[config.mk]
export PLATFORM = sky130hd
export DESIGN_NAME = rsa256_wrapper
export DESIGN_NICKNAME = d
export VERILOG_FILES = /design/src/rtl/rsa_wrapper_pkg.sv /design/src/rtl/rsa256_wrapper.sv
export SDC_FILE = /design/constraint.sdc
export NUM_CORES = 2
export LEC_CHECK = 0
export CORE_AREA = 5 5 423 425
export DETAILED_ROUTE_END_ITERATION = 10
export DIE_AREA = 0 0 428 430
export DONT_BUFFER_PORTS = 1
export GPL_TIMING_DRIVEN = 1
export SLEW_MARGIN = 20
export SYNTH_ARGS = -nofsm -noshare
export SYNTH_HDL_FRONTEND = slang
export SYNTH_SLANG_ARGS = --single-unit
[constraint.sdc]
create_clock -name i_clk -period 78.7 [get_ports i_clk]
set_input_delay 7.87 -clock i_clk [delete_from_list [all_inputs] [get_ports i_clk]]
set_output_delay 7.87 -clock i_clk [all_outputs]
set_load 0.005 [all_outputs]
[src/rtl/rsa_wrapper_pkg.sv]
// Shared types and constants for the RSA256 UART front end.
package rsa_wrapper_pkg;

   // UART peripheral register map (word addresses on the Avalon bus)
   localparam logic [4:0] RX_BASE     = 5'd0;
   localparam logic [4:0] TX_BASE     = 5'd4;
   localparam logic [4:0] STATUS_BASE = 5'd8;

   // Status register flag positions
   localparam int RX_OK_BIT = 7;
   localparam int TX_OK_BIT = 6;

   // Operand and plaintext byte counts
   localparam int IN_BYTES  = 32;
   localparam int OUT_BYTES = 31;

   localparam logic [4:0] IN_LAST  = 5'(IN_BYTES - 1);
   localparam logic [4:0] OUT_LAST = 5'(OUT_BYTES - 1);

   typedef enum logic [2:0] {
      S_QUERY_RX,
      S_READ,
      S_CALC,
      S_WAIT_CALC,
      S_QUERY_TX,
      S_WRITE
   } state_t;

   // Which operand register the incoming bytes are shifted into
   typedef enum logic [1:0] {
      STG_N,
      STG_D,
      STG_A
   } stage_t;

   // Operand order on the wire is n, then d, then a; a repeats afterwards.
   function automatic stage_t next_stage(input stage_t s);
      case (s)
         STG_N:   next_stage = STG_D;
         STG_D:   next_stage = STG_A;
         default: next_stage = STG_A;
      endcase
   endfunction

endpackage

[src/rtl/rsa256_wrapper.sv]
// Drives the RSA256 core from a UART peripheral over an Avalon-MM master:
// receives n, d and a byte by byte, runs the core, then sends 31 plaintext
// bytes back. n and d are kept so later messages only need a new a.
//
// Avalon handshake: o_avm_read / o_avm_write and o_avm_address are held
// steady while i_avm_waitrequest is 1; the first cycle with waitrequest 0
// completes the transfer and i_avm_readdata is sampled in that cycle.
module rsa256_wrapper
   import rsa_wrapper_pkg::*;
(
   input  logic         i_clk,
   input  logic         i_rst,
   output logic [4:0]   o_avm_address,
   output logic         o_avm_read,
   input  logic [31:0]  i_avm_readdata,
   output logic         o_avm_write,
   output logic [31:0]  o_avm_writedata,
   input  logic         i_avm_waitrequest,
   output logic         o_core_start,
   output logic [255:0] o_core_a,
   output logic [255:0] o_core_d,
   output logic [255:0] o_core_n,
   input  logic [255:0] i_core_result,
   input  logic         i_core_finished
);

   state_t         state;
   state_t         state_next;
   stage_t         stage;
   logic [4:0]     cnt;
   logic [255:0]   n_r;
   logic [255:0]   d_r;
   logic [255:0]   a_r;
   // Top result byte is never sent, so only the low 248 bits are kept
   logic [247:0]   result_r;

   logic           xfer_done;
   logic [7:0]     byte_in;
   logic           unused_bits;

   assign xfer_done   = ~i_avm_waitrequest;
   assign byte_in     = i_avm_readdata[7:0];
   assign unused_bits = ^{i_avm_readdata[31:8], i_core_result[255:248]};

   assign o_core_n = n_r;
   assign o_core_d = d_r;
   assign o_core_a = a_r;

   // State register
   always_ff @(posedge i_clk or posedge i_rst) begin
      if (i_rst) state <= S_QUERY_RX;
      else       state <= state_next;
   end

   // Next-state: each bus state leaves only on a completed transfer
   always_comb begin
      state_next = state;
      case (state)
         S_QUERY_RX:  if (xfer_done && i_avm_readdata[RX_OK_BIT]) state_next = S_READ;
         S_READ: begin
            if (xfer_done) begin
               if (cnt == IN_LAST && stage == STG_A) state_next = S_CALC;
               else                                  state_next = S_QUERY_RX;
            end
         end
         S_CALC:      state_next = S_WAIT_CALC;
         S_WAIT_CALC: if (i_core_finished) state_next = S_QUERY_TX;
         S_QUERY_TX:  if (xfer_done && i_avm_readdata[TX_OK_BIT]) state_next = S_WRITE;
         S_WRITE: begin
            if (xfer_done) begin
               if (cnt == OUT_LAST) state_next = S_QUERY_RX;
               else                 state_next = S_QUERY_TX;
            end
         end
         default:     state_next = S_QUERY_RX;
      endcase
   end

   // Outputs decoded from the current state only
   always_comb begin
      o_avm_address   = STATUS_BASE;
      o_avm_read      = 1'b0;
      o_avm_write     = 1'b0;
      o_avm_writedata = 32'd0;
      o_core_start    = 1'b0;
      case (state)
         S_QUERY_RX: o_avm_read = 1'b1;
         S_READ: begin
            o_avm_address = RX_BASE;
            o_avm_read    = 1'b1;
         end
         S_CALC:     o_core_start = 1'b1;
         S_QUERY_TX: o_avm_read = 1'b1;
         S_WRITE: begin
            o_avm_address   = TX_BASE;
            o_avm_write     = 1'b1;
            o_avm_writedata = {24'd0, result_r[247:240]};
         end
         default: ;
      endcase
   end

   // Datapath: operand shift-in, result capture and shift-out, byte counter
   always_ff @(posedge i_clk or posedge i_rst) begin
      if (i_rst) begin
         stage    <= STG_N;
         cnt      <= 5'd0;
         n_r      <= '0;
         d_r      <= '0;
         a_r      <= '0;
         result_r <= '0;
      end else begin
         case (state)
            S_READ: begin
               if (xfer_done) begin
                  case (stage)
                     STG_N:   n_r <= {n_r[247:0], byte_in};
                     STG_D:   d_r <= {d_r[247:0], byte_in};
                     default: a_r <= {a_r[247:0], byte_in};
                  endcase
                  if (cnt == IN_LAST) begin
                     cnt   <= 5'd0;
                     stage <= next_stage(stage);
                  end else begin
                     cnt <= cnt + 5'd1;
                  end
               end
            end
            S_WAIT_CALC: begin
               if (i_core_finished) result_r <= i_core_result[247:0];
            end
            S_WRITE: begin
               if (xfer_done) begin
                  result_r <= {result_r[239:0], 8'h00};
                  if (cnt == OUT_LAST) begin
                     cnt   <= 5'd0;
                     stage <= STG_A;
                  end else begin
                     cnt <= cnt + 5'd1;
                  end
               end
            end
            default: ;
         endcase
      end
   end

endmodule

==> run_results.csv <==
group,metric,value,unit
cells_and_area,multi_input_area,14670,sq um
sta,finalCritPeriodShare,14.53,%
drt,wl_met1,40960,um
synthesis,async_flop_share,100.0,%
drt,vias_per_cell,4.230,
power,ir_worst_vdd,18.56,uV
drt,dr.pass1.iters,4,
cells_and_area,synthToLayoutAreaGrowth,14.47,%
clock_network,hold_buffers,0,
sta,setup_viol,0,
sta,worstMarginPinSlew,1.092,ns
sta,rsz0062_at_grt,"no",
floorplan,die_w,428,um
synthesis,synthCells,2524,
place,gp_congestion,0.8685,
grt,grt_pass1_wl,168500,um
grt,grt_remaining_overflow,0,
drt,remaining_drc_errors,0,
synthesis,muxShareOfSynthArea,34.14,%
synthesis,synth_top_family_by_area,"multiplexers",
setup_path,required,70.83,ns
drt,via_count,20950,
synthesis,synthSimpleGateAreaFrac,0.5889,%
drt,highest_layer,"met5",
synthesis,syn_area_per_cell,16.33,sq um
synthesis,synth_cell_types,36,
cells_and_area,seqCellArea,25670,sq um
sta,timing.fmax,87.44,MHz
drt,first_iter_violations,1191,
floorplan,io_pins,1100,
synthesis,synth-adder-area-share,0.09106,%
cells_and_area,final_layout_size_suffix_gt1_share,55.94,%
synthesis,yosysSeqAreaShare,62.29,%
floorplan,coreArea,175000,sq um
synthesis,synth_area,41220,sq um
drt,wl_per_cell,23.80,um
drt,ant_nets,0,
synthesis,yosysMostFrequentCell,"mux2_2",
grt,track_usage,12.36,%
sta,hold_viol_final,0,
synthesis,synth-compound-area-share,0.4553,%
clock_network,post_cts_resized,0,
sta,max_slew_margin,27.17,%
setup_path,cp-end-kind,"output port",
floorplan,initial_core_util,23.56,%
worst_hold_path,min_path_type,"flop to flop",
sta,drv_slew,0,
power,power.density,26.04,nW/um^2
place,dp_hpwl,88360,um
clock_network,cts-root-buf,"clkbuf_16",
clock_network,clk_latency,0.76,ns
grt,grt_max_degree,174,
grt,antenna_found_initial,36,
drt,wl_met3,12320,um
cells_and_area,fillers,17870,
clock_network,cts_max_path_buffers,3,
clock_network,cts-htree-levels,3,
cells_and_area,fin_nets,2813,
floorplan,die_y,430,um
synthesis,synth_edf_count,0,
synthesis,yosys.area_share.xor_xnor,0,%
synthesis,synth_common_cells,"mux2_2 (1,249), dfrtp_1 (1,026), buf_2 (118), buf_4 (31), buf_6 (10)",
sta,holdWs,0.4978,ns
setup_path,critPathKind,"flop to output port",
setup_path,crit_path_max_fanout,126,
floorplan,dieArea,184000,sq um
synthesis,yosys-top-cells-area,"dfrtp_1 (62%), mux2_2 (34%), buf_2 (1.4%), buf_4 (0.56%), buf_6 (0.27%)",
sta,fin_worst_skew,0.05171,ns
clock_network,post-cts-setup-buffers,0,
clock_network,cts_made_buffers,110,
synthesis,ys_warn_count,0,
floorplan,rows,154,
clock_network,cts_tree,"yes",
clock_network,clock-sinks,1026,
drt,wl_met2,60890,um
synthesis,synth-main-ff-cell,"dfrtp_1",
clock_network,clkTransAtPathRegs,0.06,ns
drt,routed_wl,117800,um
synthesis,synth.ff_latch_count,1026,
status,run_status,"finished clean",
sta,finalSetupTns,0,ns
place,io_buffers,0,
sta,min_period,11.44,ns
synthesis,synth_top_area_cell,"dfrtp_1",
setup_path,critPathLaunchType,"flop",
setup_path,worstPathArrival,3.57,ns
power,p_leak,0.02244,uW
run,max_cap_violations,0,
grt,first_global_vias,21670,
synthesis,synth.top_cell.area_share,62.29,%
==> metrics by stage <==
step                worst slack (ns)  power, uW  area [sq um]  cells  utilization [%]
CTS                            67.12       1252         47150   4939            26.95
floorplan                      41.96      703.7         41320   2550                -
finish                         67.26       1229         47190   4952            26.97
global route                   67.02       1287         47160   4942            26.96
detailed placement             66.60      728.1         43540   4746            24.89
global placement               66.66      722.8         43540   4746            24.89
==> critical path, cell delays in order, from the launching register on <==
cell and delay (ns):
dfrtp_1 0.52, nand3b_1 0.45, inv_8 0.74, buf_4 0.71, and2_1 0.31
==> routing by layer <==
layer  up-vias  track usage [%]
met5         -                0
met4        30            4.320
met3       205            5.808
met2       681            21.77
met1     11060            12.93
li1       8976                -
==> power by group <==
part           switching [uW]  leakage [uW]  total, uW  internal, uW
logic                    42.4       0.00684        108          65.5
clock network             221       0.00178        512           292
registers                28.4        0.0138        609           580
==> flip-flops by register name, indices dropped and copies added, names as in the netlist <==
signal,cells
stage,2
state,3
o_core_n,256
o_core_d,256
cnt,5
result_r,248
o_core_a,256
==> layout make-up <==
class,instances,area share [%]
flip-flops and latches,1026,54.41
clock buffers,162,6.929
repair buffers,26,0.5091
multi-input cells,1348,31.08
diodes,13,0.06894
clock inverters,31,0.7159
well taps,2340,6.205
inverters,6,0.07955
==> cells by family (layout without fill, tap and decap cells) <==
family | count (synthesis) | count (layout)
AND/OR/NAND/NOR | 40 | 40
adder cells (fa/ha/maj) | 3 | 3
flip-flops | 1026 | 1026
multiplexers | 1250 | 1250
buffers and inverters | 176 | 225
other | 1 | 40
AO/OA/AOI/OAI | 28 | 28
==> final timing paths <==
kind	from	endpoint	slack, ns	cells after the start
setup reg to reg	state[0]	o_core_a[171]	74.27	6
hold reg to reg	result_r[247]	result_r[247]	0.50	1
hold / removal	result_r[247]	result_r[247]	0.50	1
max in group asynchronous	i_rst	o_core_n[172]	68.04	5
min in group asynchronous	i_rst	o_core_d[252]	7.10	1
setup / recovery	state[1]	o_avm_writedata[2]	67.26	4
==> cell usage in the layout, fill, tap and decap left out, types with 2 or more instances in the layout <==
cell       synthesis  layout
a22o_1             8       8
nand2_4            0       2
or3_1              2       2
o21ai_0            6       6
dfrtp_1         1026    1026
nor3b_1            3       3
clkinv_2           0      16
buf_4             31      21
clkbuf_1           9      21
a21oi_1            4       4
nand3b_1           2       2
o22ai_1            3       3
inv_6              0       3
inv_1              5       4
nand2b_1           3       3
nand2_1            9       7
clkbuf_16          0     111
buf_12             0       3
diode_2            0      13
conb_1             1      27
inv_8              0       3
and2_1             9       9
nand4_1            2       2
nor2_1             5       5
mux2_2          1249    1249
clkinv_16          0       4
buf_6             10       2
ha_1               3       3
clkbuf_8           0      30
clkinv_4           0       3
Note: power is estimated with default switching activity, not from simulation.
